### src/rtl/im_loader_if.sv
// Bundle of the loader's control, byte-stream and instruction-memory write signals.
// master: program-download side (drives start/count/abort and the byte stream).
// slave: the loader itself (drives byte_ready, the write port and the status strobes).
interface im_loader_if #(
    parameter int ADDR_W = 8,
    parameter int DATA_W = 32
);
    logic              start;
    logic [6:0]        word_count;
    logic              abort;
    logic [7:0]        byte_in;
    logic              byte_valid;
    logic              byte_ready;
    logic              wr_en;
    logic [ADDR_W-1:0] wr_address;
    logic [DATA_W-1:0] wr_data;
    logic              busy;
    logic              done;
    logic              error;

    modport master (
        output start, word_count, abort, byte_in, byte_valid,
        input  byte_ready, wr_en, wr_address, wr_data, busy, done, error
    );

    modport slave (
        input  start, word_count, abort, byte_in, byte_valid,
        output byte_ready, wr_en, wr_address, wr_data, busy, done, error
    );
endinterface

### src/rtl/im_loader.sv
// Instruction-memory loader: packs a big-endian byte stream into 32-bit words, one write per word.
// Latency: write strobe one cycle after the 4th byte handshake; at best 5 cycles per word.
// Backpressure: byte_ready only in LOAD; byte_valid low simply stalls, no timeout.
module im_loader #(
    parameter int ADDR_W    = 8,
    parameter int DATA_W    = 32,
    parameter int BASE_ADDR = 0
) (
    input  logic        clk,
    input  logic        rst,
    im_loader_if.slave  bus
);
    typedef enum logic [1:0] {
        IDLE  = 2'd0,
        LOAD  = 2'd1,
        WRITE = 2'd2,
        DONE  = 2'd3
    } state_t;

    localparam logic [ADDR_W-1:0] BASE = ADDR_W'(BASE_ADDR);
    localparam logic [ADDR_W-1:0] STEP = ADDR_W'(4);

    state_t            state;
    logic [ADDR_W-1:0] addr;
    logic [DATA_W-1:0] word;
    logic [1:0]        byte_idx;
    logic [6:0]        remaining;
    logic              byte_ready_q;
    logic              wr_en_q;
    logic              busy_q;
    logic              done_q;
    logic              error_q;

    // FSM with registered outputs: every transition also sets the strobes for the state being entered
    always_ff @(posedge clk or posedge rst) begin
        if (rst) begin
            state        <= IDLE;
            addr         <= BASE;
            word         <= '0;
            byte_idx     <= 2'd0;
            remaining    <= 7'd0;
            byte_ready_q <= 1'b0;
            wr_en_q      <= 1'b0;
            busy_q       <= 1'b0;
            done_q       <= 1'b0;
            error_q      <= 1'b0;
        end else begin
            // single-cycle strobes default low
            wr_en_q <= 1'b0;
            done_q  <= 1'b0;
            error_q <= 1'b0;
            case (state)
                IDLE: begin
                    if (bus.start) begin
                        if (bus.word_count == 7'd0) begin
                            state  <= DONE;
                            done_q <= 1'b1;
                        end else if (bus.word_count > 7'd64) begin
                            error_q <= 1'b1;
                        end else begin
                            remaining    <= bus.word_count;
                            addr         <= BASE;
                            byte_idx     <= 2'd0;
                            state        <= LOAD;
                            byte_ready_q <= 1'b1;
                            busy_q       <= 1'b1;
                        end
                    end
                end
                LOAD: begin
                    if (bus.abort) begin
                        // partial word is dropped, even a byte arriving in this same cycle
                        state        <= IDLE;
                        byte_ready_q <= 1'b0;
                        busy_q       <= 1'b0;
                    end else if (bus.byte_valid) begin
                        case (byte_idx)
                            2'd0:    word[31:24] <= bus.byte_in;
                            2'd1:    word[23:16] <= bus.byte_in;
                            2'd2:    word[15:8]  <= bus.byte_in;
                            default: word[7:0]   <= bus.byte_in;
                        endcase
                        byte_idx <= byte_idx + 2'd1;
                        if (byte_idx == 2'd3) begin
                            state        <= WRITE;
                            byte_ready_q <= 1'b0;
                            wr_en_q      <= 1'b1;
                        end
                    end
                end
                WRITE: begin
                    // the write presented this cycle completes even when aborting
                    addr      <= addr + STEP;
                    remaining <= remaining - 7'd1;
                    byte_idx  <= 2'd0;
                    if (bus.abort) begin
                        state  <= IDLE;
                        busy_q <= 1'b0;
                    end else if (remaining == 7'd1) begin
                        state  <= DONE;
                        busy_q <= 1'b0;
                        done_q <= 1'b1;
                    end else begin
                        state        <= LOAD;
                        byte_ready_q <= 1'b1;
                    end
                end
                default: begin
                    state        <= IDLE;
                    byte_ready_q <= 1'b0;
                    busy_q       <= 1'b0;
                end
            endcase
        end
    end

    assign bus.byte_ready = byte_ready_q;
    assign bus.wr_en      = wr_en_q;
    assign bus.wr_address = addr;
    assign bus.wr_data    = word;
    assign bus.busy       = busy_q;
    assign bus.done       = done_q;
    assign bus.error      = error_q;
endmodule

### src/flat_wrapper.sv
// flat-port wrapper written by rule: the top's interface ports become plain ports
module im_loader_flat 
#(
    parameter int ADDR_W    = 8,
    parameter int DATA_W    = 32,
    parameter int BASE_ADDR = 0
)
  (clk, rst, bus_start, bus_word_count, bus_abort, bus_byte_in, bus_byte_valid, bus_byte_ready, bus_wr_en, bus_wr_address, bus_wr_data, bus_busy, bus_done, bus_error);
  im_loader_if #(.ADDR_W(ADDR_W), .DATA_W(DATA_W)) bus_i ();
  input  logic clk;
  input  logic rst;
  input wire logic [$bits(bus_i.start)-1:0] bus_start;
  input wire logic [$bits(bus_i.word_count)-1:0] bus_word_count;
  input wire logic [$bits(bus_i.abort)-1:0] bus_abort;
  input wire logic [$bits(bus_i.byte_in)-1:0] bus_byte_in;
  input wire logic [$bits(bus_i.byte_valid)-1:0] bus_byte_valid;
  output wire logic [$bits(bus_i.byte_ready)-1:0] bus_byte_ready;
  output wire logic [$bits(bus_i.wr_en)-1:0] bus_wr_en;
  output wire logic [$bits(bus_i.wr_address)-1:0] bus_wr_address;
  output wire logic [$bits(bus_i.wr_data)-1:0] bus_wr_data;
  output wire logic [$bits(bus_i.busy)-1:0] bus_busy;
  output wire logic [$bits(bus_i.done)-1:0] bus_done;
  output wire logic [$bits(bus_i.error)-1:0] bus_error;
  assign bus_i.start = bus_start;
  assign bus_i.word_count = bus_word_count;
  assign bus_i.abort = bus_abort;
  assign bus_i.byte_in = bus_byte_in;
  assign bus_i.byte_valid = bus_byte_valid;
  assign bus_byte_ready = bus_i.byte_ready;
  assign bus_wr_en = bus_i.wr_en;
  assign bus_wr_address = bus_i.wr_address;
  assign bus_wr_data = bus_i.wr_data;
  assign bus_busy = bus_i.busy;
  assign bus_done = bus_i.done;
  assign bus_error = bus_i.error;
  im_loader #(.ADDR_W(ADDR_W), .DATA_W(DATA_W), .BASE_ADDR(BASE_ADDR)) u_core (.clk(clk), .rst(rst), .bus(bus_i));
endmodule
### config.mk
export PLATFORM = sky130hd
export DESIGN_NAME = im_loader_flat
export DESIGN_NICKNAME = d
export VERILOG_FILES = /design/src/rtl/im_loader_if.sv /design/src/rtl/im_loader.sv /design/src/flat_wrapper.sv
export SDC_FILE = /design/constraint.sdc
export NUM_CORES = 1
export LEC_CHECK = 0
export CORE_MARGIN = 2
export CORE_UTILIZATION = 23
export CTS_BUF_LIST = sky130_fd_sc_hd__clkbuf_4
export DETAILED_ROUTE_END_ITERATION = 10
export DONT_BUFFER_PORTS = 1
export PLACE_DENSITY = 0.45
export SLEW_MARGIN = 0
export SYNTH_ARGS = -nofsm -noshare
export SYNTH_HDL_FRONTEND = slang
export SYNTH_SLANG_ARGS = --single-unit
### constraint.sdc
create_clock -name clk -period 4.3 [get_ports clk]
set_input_delay 1.075 -clock clk [delete_from_list [all_inputs] [get_ports clk]]
set_output_delay 1.075 -clock clk [all_outputs]
set_load 0.03 [all_outputs]
==> impl_summary.txt, run 1 <==
----------------------------------------------------
[GRT]
  Residual overflow from global routing ... 0
  Largest net degree at the start of global routing ... 29
  Met3 global-route usage ... 3.75%
  Gr usage total ... 10.3%
  Wire length of the first global-routing pass ... 9290 um
  Initial antenna violation count ... 0
  Met2 layer usage reported by global route ... 15.8%
  Met1 routing resource usage after global routing ... 13.9%
  Busiest layer in global routing ... met2
  Number of global-route vias before repair ... 1641

[Yosys]
  Portion of the post-synthesis area used by sequential elements ... 54.6%
  Post-Synthesis Cells ... around 200
  Syn_area_per_cell ... 12.2 um^2
  Warning count from the yosys run ... 0
  Area of the mapped netlist ... ~2500 um^2
  Synth Area in Compound Gates ... 13.2%
  Largest family of logic cells by synthesized area ... multiplexers
  Share of Yosys cell area claimed by the top area cell type ... 54.6%
  Fraction of synthesized cell area in xor and xnor cells ... 0%
  Area leader, netlist ... dfrtp_1
  Portion of netlist area occupied by mux cells ... 15.4%
  Simple logic cell fraction of the synthesized area ... 9.46%
  Post-synthesis adder-cell area fraction ... 3.54%
  Area contributors post-synth ... dfrtp_1, mux2_2, ha_1
  Number of register bits inferred by synthesis ... 54
  Library cells used by synthesis ... 41

[Floorplanning]
  # IOs ... 65
  Placeable core area ... approximately 10000 um^2
  Standard-cell rows ... 37
  Die area ... roughly 12000 um^2
  Die height ... 108 um
  Die Width ... 108 um
  Starting utilization of the core area ... 23.9%

[Timing]
  Clock Skews ... around 0.020 ns
  Final Worst Setup Slack ... roughly 1.8 ns
  Min cycle time layout ... 2.51 ns
  Number of pins with negative max-slew slack in the final report ... 0
  Final worst path period share ... just under 60%
  Highest clock frequency the design can meet ... ~400 MHz
  Final TNS setup ... 0 ns
  Hold violation total from the final report ... 0
  Worst-margin pin slew ... between 0.7 and 0.8 ns
  Final setup vio count ... 0
  Worst slew margin relative to its limit ... 48.7%
  Setup repair after global routing missed its margin ... no

[Clocking]
  Hold bufs inserted after CTS ... 0
  Htree depth ... 2
  Num CTS Buffers ... 5
  Clock tree from TritonCTS ... built
  Clock slew at the register clock pins of the worst setup and hold paths ... 0.17 ns
  Root Buffer ... clkbuf_4
  Insertion delay to the later sink of the worst-skew pair ... 0.38 ns
  TritonCTS sink count ... between 50 and 60
  Clk buf depth ... 2
  Setup Buffers After CTS ... 0
  Number of gates resized after CTS ... 0

[Route]
  Initial drt markers ... 73
  Overall routed net length ... 5760 um
  Detail-routed net length per standard cell ... 16.8 um
  Per-cell via count in the routed design ... 4.68
  Remaining DRCs ... 0
  Number of vias in the routed layout ... 1606
  Number of nets with antenna violations after routing ... 0
  Pre-antenna DRT Iters ... 4

[Critical path]
  Beginning of the critical path ... bus_word_count[0]
  Chain of cells forming the critical path ... or4_4 > o31ai_2 > nand4_2 > a32o_1
  Data required time of the worst path ... 4.59 ns
  Reg-to-reg startpoint ... u_core.state[1]
  Library cell contributing the largest single delay on the critical path ... or4_4
  Register-to-Register Setup Slack ... 2.15 ns
  Critical path fanouts, max ... 8
  Crit path arrival time ... between 2 and 3 ns
  Critical path endpoint category ... flip-flop
  Class of the most critical setup path ... input port to flip-flop
  Maximum cell stage delay along the critical path ... around 0.52 ns
  Element type at the critical path start ... input port

[Place]
  Count of input and output buffers ... 0
  Final HPWL from detailed placement ... 4220 um
  Gp weighted congestion ... 0.781
  Number of cells in the design after placement ... 335
  Worst setup slack after placement ... 1.36 ns

[Power]
  Leakage component of the power ... 1.19 nW
  Peak ir drop on the vdd network ... 199 uV
  Power per Cell Area ... 587 nW/um^2

[Finish]
  Number of inserted diodes ... 0
  Non-Filler Instances ... about 340
  Signed area change from the synthesized netlist to the final layout ... 9.46%
  Layout cells sized above 1 ... around a quarter
  Final layout net count ... 233

[Worst hold path]
  Hold Startpoint ... u_core.remaining[4]
  Class of the tightest hold or removal check ... flip-flop to flip-flop

[Run]
  Number of maximum-capacitance violations ... 0

[Run status]
  Outcome ... complete, no violations

----------------------------------------------------
synthesized netlist by cell type:
cell type  count
nand3b_1       1
a32oi_1        1
dfrtp_1       54
inv_1         13
mux2_2        32
a21o_1         1
nand4_1        2
nor3_1         6
a31o_4         1
nor4bb_1       1
o32ai_1        1
a22o_1         2
o41a_1         1
nand2_1        8
o31ai_2        2
nor2_1        11
clkbuf_1       4
a31oi_1        4
and3_1         1
a22oi_1        3
o311a_1        1
a21oi_1        6
ha_1           7
nand4_2        1
a32o_1         2
buf_4          2
buf_6          1
o31a_1         1
mux2i_1        2
or4_4          2
or3_1          1
o21ai_0        9
o21a_1         1
a211oi_1       1
conb_1         1
nor2b_1        2
nand2b_1       2
nand3_1        6
a311oi_1       1
o2bb2ai_1      4
o21ba_2        1
state kept, by name, summed over array words and instances, names as in the netlist, 2 cells and up:
name,flops
u_core.bus.wr_data,32
u_core.state,2
u_core.remaining,7
u_core.byte_idx,2
u_core.bus.wr_address,6
cells by family after synthesis:
group                    Yosys count
multiplexers                      34
adder cells (fa/ha/maj)            7
AO/OA/AOI/OAI                     43
other                              1
AND/OR/NAND/NOR                   44
buffers and inverters             20
flip-flops                        54
critical path, delay by kind of cell:
kind	cells	cell delay (ns)
AOI/OAI and AO/OA	2	0.86
and+or+nand+nor	2	0.86
final timing paths:
check                                          to  cells after the start
min in group asynchronous   u_core.bus.wr_data[4]                      1
max in group asynchronous  u_core.bus.wr_data[25]                      2
hold / removal                u_core.remaining[4]                      1
hold reg to reg               u_core.remaining[4]                      1
setup reg to reg              u_core.remaining[6]                      4
setup / recovery              u_core.remaining[4]                      4
layout make-up:
type,count,area (um^2)
Timing Repair Buffer,2,15.0
Clock inverter,3,48.8
Fill cell,1109,7660
Tap cell,136,170
Sequential cell,54,1350
Inverter,13,48.8
Clock buffer,5,37.5
Multi-Input combinational cell,130,1040
metrics by stage:
stage               hold WS [ns]  area [um^2]  util [%]  power (mW)
finish                     0.582         2710      26.1        1.59
global route               0.608         2710      26.1        1.69
CTS                        0.579         2710      26.1        1.62
detailed placement         0.535         2620      25.3        1.31
global placement           0.517         2620      25.3        1.30
floorplan                  0.494         2480         -        1.23
layout by cell type, fill, tap and decap left out, types with 2 or more instances in the layout:
master	instances
a31oi_1	4
inv_1	12
clkbuf_4	5
conb_1	2
o31ai_2	2
nand3_1	6
buf_4	2
or4_4	2
mux2i_1	2
nand4_1	2
o21ai_0	9
nand2b_1	2
dfrtp_1	54
nor3_1	6
mux2_2	32
a22o_1	2
nor2_1	11
a21oi_1	6
a32o_1	2
nand2_1	8
a22oi_1	3
o2bb2ai_1	4
nor2b_1	2
ha_1	7
report_power, final:
group	internal (mW)	total [mW]	leakage [nW]	switching [mW]
Clock	0.126	0.299	0.0433	0.173
Combinational	0.141	0.242	0.446	0.101
Sequential	0.656	1.05	0.700	0.393
Total	0.923	1.59	1.19	0.666
metal layers:
metal  vias to the layer above  share of wire, %
met5                         -                 0
met3                         4               9.8
met4                         0              0.57
met1                       785                44
met2                        72                46
li1                        745                 -
Power figures use the tool's default switching activity.
==> inputs of run 2 (changes only) <==
- clock period: 4.3 -> 2.4 ns (I/O delays scaled with it)
==> impl_summary.txt, run 2 (synthesis results as in run 1) <==
----------------------------------------------------
[Finish]
  Final layout net count ... 239 (+2.6%)
  Commonest cells after routing, fill and taps aside ... dfrtp_1, mux2_2, inv_1
  Fill cell count ... 1106 (-0.27%)
  Leading cell type in the layout, fill and taps excluded ... dfrtp_1
  Number of inserted diodes ... 0 (unchanged)
  Flip-flop count of the largest register after layout ... 32 (unchanged)
  Signed area change from the synthesized netlist to the final layout ... 11.1%
  Share of the core filled with cells ... 26.5% (+0.40 points)
  Layout cells sized above 1 ... 26.3% (+2.1 points)

[Timing]
  Worst slew margin relative to its limit ... 61.8% (+13 points)
  Setup repair after global routing missed its margin ... no
  Worst hold-check slack ... 0.0955 ns (-0.487 ns)
  Final setup vio count ... 0 (unchanged)
  Clock Skews ... 0.0189 ns (-0.00146 ns)
  Hold violation total from the final report ... 0 (unchanged)
  Final TNS setup ... 0 ns (unchanged)
  Highest clock frequency the design can meet ... 542 MHz
  Min cycle time layout ... 1.85 ns
  Worst-margin pin slew ... 0.571 ns (-0.197 ns)
  Number of pins with negative max-slew slack in the final report ... 0 (unchanged)
  Final worst path period share ... 76.9%

[Route]
  Remaining DRCs ... 0 (unchanged)
  Pre-antenna DRT Iters ... 4 (unchanged)
  Overall routed net length ... 5750 um (-0.26%)
  Number of vias in the routed layout ... 1619 (+0.81%)
  Number of nets with antenna violations after routing ... 0 (unchanged)
  Detail-routed net length per standard cell ... 16.5 um (-2.0%)
  Initial drt markers ... 133 (+82%)
  Per-cell via count in the routed design ... 4.64 (-0.92%)

[Clocking]
  Number of gates resized after CTS ... 0 (unchanged)
  Clock slew at the register clock pins of the worst setup and hold paths ... 0.17 ns (about the same)
  Htree depth ... 2 (unchanged)
  Hold bufs inserted after CTS ... 0 (unchanged)
  Num CTS Buffers ... 5 (unchanged)
  Clock tree from TritonCTS ... built
  TritonCTS sink count ... 54 (unchanged)
  Root Buffer ... clkbuf_4
  Setup Buffers After CTS ... 0 (unchanged)
  Clk buf depth ... 2 (unchanged)
  Insertion delay to the later sink of the worst-skew pair ... 0.37 ns (about the same)

[Power]
  Fraction of power consumed by sequential logic ... 65.7% (-0.3 points)
  Power per Cell Area ... 1030 nW/um^2 (+76%)
  Net Switching ... 1.17 mW (+76%)
  Leakage component of the power ... 1.22 nW (+2.4%)
  Switching portion of total power ... 41.3% (-0.62 points)
  Part of the total power dissipated in the clock network ... 18.4% (-0.4 points)
  Peak ir drop on the vdd network ... 382 uV (+92%)
  Comb power frac ... 15.8% (+0.6 points)
  Internal Dissipation ... 1.67 mW (+81%)

[Critical path]
  Maximum cell stage delay along the critical path ... 0.52 ns (about the same)
  Chain of cells forming the critical path ... or4_4 > or4_4 > and3_1 > o311a_1
  Element type at the critical path start ... input port
  Class of the most critical setup path ... input port to flip-flop
  Data required time of the worst path ... 2.68 ns (-1.91 ns)
  Cell mode on critical path ... or4_4
  Critical path fanouts, max ... 8 (unchanged)
  Library cell contributing the largest single delay on the critical path ... or4_4
  Crit path arrival time ... 2.13 ns (-0.68 ns)
  Critical path endpoint category ... flip-flop
  CP bufs+invs ... 0 (unchanged)
  Kind of cell adding the most delay to the critical path ... simple AND/OR/NAND/NOR gates

[GRT]
  Residual overflow from global routing ... 0 (unchanged)
  Initial antenna violation count ... 0 (unchanged)
  Number of global-route vias before repair ... 1627 (-0.85%)
  Wire length of the first global-routing pass ... 9110 um (-1.9%)
  Gr usage total ... 10.1% (-0.20 points)
  Largest net degree at the start of global routing ... 25 (-14%)

[Place]
  Count of input and output buffers ... 0 (unchanged)
  Final HPWL from detailed placement ... 4260 um (+0.97%)
  Gp weighted congestion ... 0.762 (-2.5%)

[Run]
  Number of maximum-capacitance violations ... 0 (unchanged)

[Floorplanning]
  Die height ... 108 um (unchanged)
  Standard-cell rows ... 37 (unchanged)
  Die Width ... 108 um (unchanged)
  # IOs ... 65 (unchanged)
  Starting utilization of the core area ... 23.9% (unchanged)
  Placeable core area ... 10400 um^2 (unchanged)
  Die area ... 11600 um^2 (unchanged)

[Worst hold path]
  Class of the tightest hold or removal check ... input port to async pin

[Run status]
  Outcome ... complete, no violations

----------------------------------------------------
-- run 2: cell count changes in the layout (fill, tap and decap cells not counted), sizes merged --
cell / previous run / this run
inv: 14 / 13
buf: 2 / 8
clkbuf: 5 / 6
-- run 2: power by group through the flow --
stage | Sequential, mW | Combinational [mW] | Clock [mW]
after CTS | 1.87 | 0.457 | 0.553
after detailed placement | 1.90 | 0.456 | 0
final | 1.87 | 0.449 | 0.524
after floorplan | 1.82 | 0.385 | 0
after global placement | 1.89 | 0.443 | 0
after global routing | 1.91 | 0.508 | 0.592
-- run 2: per-layer routing --
metal | routed length, um | up-vias | global-route usage [%]
met5 | 0 | - | 0
met4 | 46 | 0 | 2.47
met3 | 535 | 4 | 3.51
met2 | 2630 | 66 | 16.0
met1 | 2540 | 796 | 13.3
li1 | - | 753 | -
-- run 2: worst paths after layout --
kind                                          to  cells past startpoint  slack, ns                 from
max in group asynchronous  u_core.bus.wr_data[5]                      2       1.59                  rst
setup / recovery             u_core.remaining[1]                      4       0.55    bus_word_count[0]
setup reg to reg           u_core.bus.wr_data[6]                      4       0.62      u_core.state[1]
hold / removal               u_core.remaining[6]                      1        0.1                  rst
min in group clk                 u_core.state[1]                      2       0.37            bus_start
hold reg to reg              u_core.remaining[4]                      1       0.55  u_core.remaining[4]
-- run 2: worst reg2reg max path, delay by kind of cell, from the launching register on --
kind	cells	cell delay, ns
mux	1	0.42
simple gates	2	0.62
buf+inv	1	0.20
flops	1	0.43
-- run 2: final cells by class --
class | count | area [um^2] | share of cell area (%)
clock inverter | 2 | 37.5 | 1.37
multi-input combinational | 130 | 1040 | 37.7
tap | 136 | 170 | 6.19
inverter | 13 | 48.8 | 1.78
sequential | 54 | 1350 | 49.2
clock buffer | 6 | 45.0 | 1.64
timing repair buffer | 8 | 60.1 | 2.18
-- run 2: metrics by stage --
step                area, um^2  power [mW]  setup WS (ns)  instances
floorplan                 2480        2.20          0.141        204
global placement          2670        2.34          0.155        341
detailed placement        2670        2.35          0.132        341
CTS                       2750        2.88          0.569        349
global route              2750        3.01          0.523        349
finish                    2750        2.84          0.554        349
==> RTL edit 1, RTL diff (flow settings as in run 1) <==
`ADDR_W` is set to 8 in 3 places; all go to 6.
--- a/src/rtl/im_loader_if.sv
+++ b/src/rtl/im_loader_if.sv
@@ -2,7 +2,7 @@
 // master: program-download side (drives start/count/abort and the byte stream).
 // slave: the loader itself (drives byte_ready, the write port and the status strobes).
 interface im_loader_if #(
-    parameter int ADDR_W = 8,
+    parameter int ADDR_W = 6,
     parameter int DATA_W = 32
 );
     logic              start;
--- a/src/rtl/im_loader.sv
+++ b/src/rtl/im_loader.sv
@@ -2,7 +2,7 @@
 // Latency: write strobe one cycle after the 4th byte handshake; at best 5 cycles per word.
 // Backpressure: byte_ready only in LOAD; byte_valid low simply stalls, no timeout.
 module im_loader #(
-    parameter int ADDR_W    = 8,
+    parameter int ADDR_W    = 6,
     parameter int DATA_W    = 32,
     parameter int BASE_ADDR = 0
 ) (
--- a/src/flat_wrapper.sv
+++ b/src/flat_wrapper.sv
@@ -1,7 +1,7 @@
 // flat-port wrapper written by rule: the top's interface ports become plain ports
 module im_loader_flat 
 #(
-    parameter int ADDR_W    = 8,
+    parameter int ADDR_W    = 6,
     parameter int DATA_W    = 32,
     parameter int BASE_ADDR = 0
 )
Interface: changed (resized bus_wr_address); port bits go from 65 to 63. The function was not compared with the original's and may differ.
==> RTL edit 1 against run 1 <==
Combinational power is 11% lower. Clock power is 21% lower. Clock skew is 4.7 ps lower. Sequential share of layout area is 0.48 points higher. Sequential cell count is 2 lower. Via count is 6.8% lower. Cell area is 4.6% lower. Maximum frequency is 5.5% higher. Sequential power is 11% lower. Synthesized area is 3.9% lower. Total power is 13% lower. Worst setup slack better by 130 ps. Wire length is 6.8% lower. Largest cell class unchanged. Largest power group unchanged.
==> RTL edit 1: results (changes against run 1) <==
[run_status]
status = finished clean

[cells_and_area]
diodes = 0  ; unchanged
final_nets = 221  ; -5.2%
largest_register_ffs = 32  ; unchanged
num-fill-cells = 1087  ; -2.0%
layout-drive-gt1-share_pct = 31.8  ; +7.6 points

[sta]
relSlewSlack_pct = 38.3  ; -10 points
period_minus_slack_ps = 2380  ; -132 ps
skew_ps = 15.7  ; -4.74 ps
hold_slack_ps = 574  ; -8.36 ps

[clocking]
cts_buffers = 5  ; unchanged
clk_transition_reported_paths_ps = 170  ; about the same
cts_setup_buffers = 0  ; unchanged
clk_latency_ps = 380  ; about the same
cts-htree-levels = 2  ; unchanged
clock_path_buffers = 2  ; unchanged
cts_root_buf = clkbuf_4
cts_resized = 0  ; unchanged

[global_route]
grt_pass1_wl_um = 8560  ; -7.9%
grt_max_degree = 41  ; +41%
grt_antenna_before_repair = 0  ; unchanged
grtUsageTotal_pct = 9.86  ; -0.48 points

[power]
peakVddDrop_v = 0.000166  ; -16%
switching_power_mw = 0.581  ; -13%
power_leakage_nw = 1.16  ; -2.2%

[placement]
dp_hpwl_um = 3920  ; -7.2%
io_buffers = 0  ; unchanged
post-place-ws_ps = 1530  ; +169 ps
gp_congestion = 0.733  ; -6.1%

[critical_path]
cp_max_fo = 11  ; +3
slowest_delay_ps = 580  ; +60 ps
reg2reg_slack_ps = 1920  ; -230 ps
critical-path-top-delay-family = simple AND/OR/NAND/NOR gates
cp.arrival_ps = 2660  ; -150 ps
crit_slowest_cell = nor3b_2

[synth]
synth_area_leaders = dfrtp_1 55%, mux2_2 16%, ha_1 3.7%, nand2_1 1.6%, nand2_2 1.6%
synth_common_cells = 52 x dfrtp_1, 34 x mux2_2, 10 x nand2_1, 9 x nor2_1, 8 x inv_1
ys_warn_count = 0  ; unchanged
synth-async-reset-ratio_pct = 100  ; unchanged
ys_types = 46  ; +12%
seq_area_frac_synth_pct = 54.8  ; +0.14 points
synthFlopType = dfrtp_1

[drt]
drt-total-wl_um = 5370  ; -6.8%
drt_iter0_markers = 62  ; -15%
vias = 1496  ; -6.8%
drt-pass1-iter-count = 4  ; unchanged

[hold_path]
hold_path.class = reg -> reg

RTL edit 1: path summary, 6_finish.rpt:
check                                                startpoint                                 end  cells after the start
max in group asynchronous                                   rst  u_core.bus.wr_data[12]$_DFFE_PP0P_                      2
worst min register to register  u_core.remaining[4]$_DFFE_PP0P_     u_core.remaining[4]$_DFFE_PP0P_                      2
min in group asynchronous                                   rst     u_core.remaining[2]$_DFFE_PP0P_                      1
worst max-delay path                u_core.state[1]$_DFFE_PP0P_   u_core.bus.wr_data[6]$_DFFE_PP0P_                      5
worst max register to register      u_core.state[1]$_DFFE_PP0P_   u_core.bus.wr_data[6]$_DFFE_PP0P_                      5
worst min-delay path            u_core.remaining[4]$_DFFE_PP0P_     u_core.remaining[4]$_DFFE_PP0P_                      2
RTL edit 1: layer usage:
| metal | track usage (%) | vias up | routed length [um] |
|---|---|---|---|
| met4 | 3.67 | 0 | 43 |
| met5 | 0 | - | 0 |
| met3 | 3.15 | 2 | 324 |
| li1 | - | 685 | - |
| met1 | 12.2 | 778 | 2310 |
| met2 | 16.1 | 31 | 2690 |
RTL edit 1: power groups by stage:
stage | logic, mW | clock network (mW) | registers [mW]
floorplan | 0.193 | 0 | 0.909
global placement | 0.211 | 0 | 0.949
detailed placement | 0.218 | 0 | 0.949
CTS | 0.219 | 0.252 | 0.937
global route | 0.246 | 0.269 | 0.951
finish | 0.216 | 0.235 | 0.932
RTL edit 1: tightest hold or removal path, cell delays in order (launching register included):
cell and delay (ps):
dfrtp_1 410, o31ai_1 70, o22ai_1 80
RTL edit 1: final cells by class:
type	count	area, sq um	area share (%)
Inverter	8	30.0	1.16
Clock buffer	5	37.5	1.45
Clock inverter	3	26.3	1.02
Tap cell	136	170	6.59
Timing Repair Buffer	1	7.51	0.291
Multi-Input combinational cell	126	1010	39.1
Sequential cell	52	1300	50.4
RTL edit 1: kinds of logic (layout without fill, tap and decap cells):
logic type | Yosys count | after routing | share of synthesized area, %
buffers and inverters | 14 | 17 | 2.90
AO/OA/AOI/OAI | 30 | 30 | 9.32
flip-flops | 52 | 52 | 54.8
multiplexers | 36 | 36 | 17.2
other | 1 | 2 | 0.158
adder cells (fa/ha/maj) | 7 | 7 | 3.69
AND/OR/NAND/NOR | 51 | 51 | 12.0
RTL edit 1: per-stage QoR:
| step | std cells | cell area (sq um) |
|---|---|---|
| 2_1_floorplan | 192 | 2380 |
| 3_3_place_gp | 323 | 2520 |
| 3_5_place_dp | 323 | 2520 |
| 4_1_cts | 331 | 2580 |
| 5_1_grt | 331 | 2580 |
| 6_report | 331 | 2580 |
==> RTL edit 2, RTL diff (flow settings as in run 1) <==
Made on the original files. Re-encode `state_t` (4 states) as one-hot, 4 bits wide.
--- a/src/rtl/im_loader.sv
+++ b/src/rtl/im_loader.sv
@@ -10,11 +10,11 @@
     input  logic        rst,
     im_loader_if.slave  bus
 );
-    typedef enum logic [1:0] {
-        IDLE  = 2'd0,
-        LOAD  = 2'd1,
-        WRITE = 2'd2,
-        DONE  = 2'd3
+    typedef enum logic [3:0] {
+        IDLE  = 4'b0001,
+        LOAD  = 4'b0010,
+        WRITE = 4'b0100,
+        DONE  = 4'b1000
     } state_t;
 
     localparam logic [ADDR_W-1:0] BASE = ADDR_W'(BASE_ADDR);
Function: same outputs for any inputs over 10 cycles, from zero or initial values and one cycle with rst high; not proved beyond that.
==> RTL edit 2 against run 1 <==
Sequential cell count up 2. Worst setup slack better by 270 ps. Synthesized area is 5.7% higher. Wire length is 9.5% higher. Utilization is 0.17 points lower. Total power down 0.41%. Cell area increased by 5.2%. Die area increased by 5.5%. Critical endpoint is now u_core.bus.byte_ready$_DFFE_PP0P_. Largest power group unchanged.
==> RTL edit 2: results (changes against run 1) <==
[cells_and_area]
final_nets = 251  ; +7.7%
layout-drive-gt1-share_pct = 26.2  ; +2.1 points
stdcell_count = 366  ; +6.7%

[global_route]
grt_max_degree = 41  ; +41%
grt_pass1_vias = 1782  ; +8.6%
use_met2_pct = 16.4  ; +0.63 points
grtUsageTotal_pct = 10.4  ; +0.090 points
use_met3_pct = 5.27  ; +1.5 points

[synth]
synth_area_leaders = dfrtp_1 53%, mux2_2 14%, ha_1 3.3%, nand2_1 2.0%, a21oi_1 1.9%
yosys-mux-area-fraction_pct = 14.6  ; -0.78 points
synth-adder-area-share_pct = 3.35  ; -0.19 points
synthCells = 219  ; +7.9%

[clocking]
clk_latency_ps = 400  ; +20 ps

[critical_path]
critical-path-top-delay-family = compound AO/OA/AOI/OAI gates
crit_slowest_cell = o31ai_1
slowest_delay_ps = 390  ; -130 ps
cp_max_fo = 4  ; -4

[run_status]
status = finished clean

[drt]
wl_met1_um = 2690  ; +6.5%
vias = 1726  ; +7.5%

[power]
power_leakage_nw = 1.30  ; +9.1%
pg_seq_mw = 0.988  ; -6%

[placement]
dp_hpwl_um = 4460  ; +5.8%
place_area_sq_um = 2790  ; +6.3%
dp.cells = 357  ; +6.6%

[sta]
skew_ps = 10.0  ; -10.4 ps
tightest_slew_ps = 890  ; +122 ps

==> RTL edit 2: final cells by class <==
class / instances / area share (%)
antenna: 1 / 0.0878
tap: 140 / 6.15
inverter: 11 / 1.45
sequential: 56 / 49.2
timing repair buffer: 2 / 0.527
multi-input combinational: 148 / 40.4
clock buffer: 6 / 1.58
clock inverter: 2 / 0.571
==> RTL edit 2: path summary, 6_finish.rpt <==
path	startpoint	to	cells after the start
setup / recovery	bus_word_count[0]	u_core.bus.byte_ready$_DFFE_PP0P_	5
hold / removal	u_core.remaining[2]$_DFFE_PP0P_	u_core.remaining[2]$_DFFE_PP0P_	2
setup reg to reg	u_core.state[0]$_DFFE_PP1P_	u_core.remaining[1]$_DFFE_PP0P_	5
hold reg to reg	u_core.remaining[2]$_DFFE_PP0P_	u_core.remaining[2]$_DFFE_PP0P_	2
max in group asynchronous	rst	u_core.bus.wr_data[14]$_DFFE_PP0P_	2
min in group asynchronous	rst	u_core.bus.wr_data[23]$_DFFE_PP0P_	1
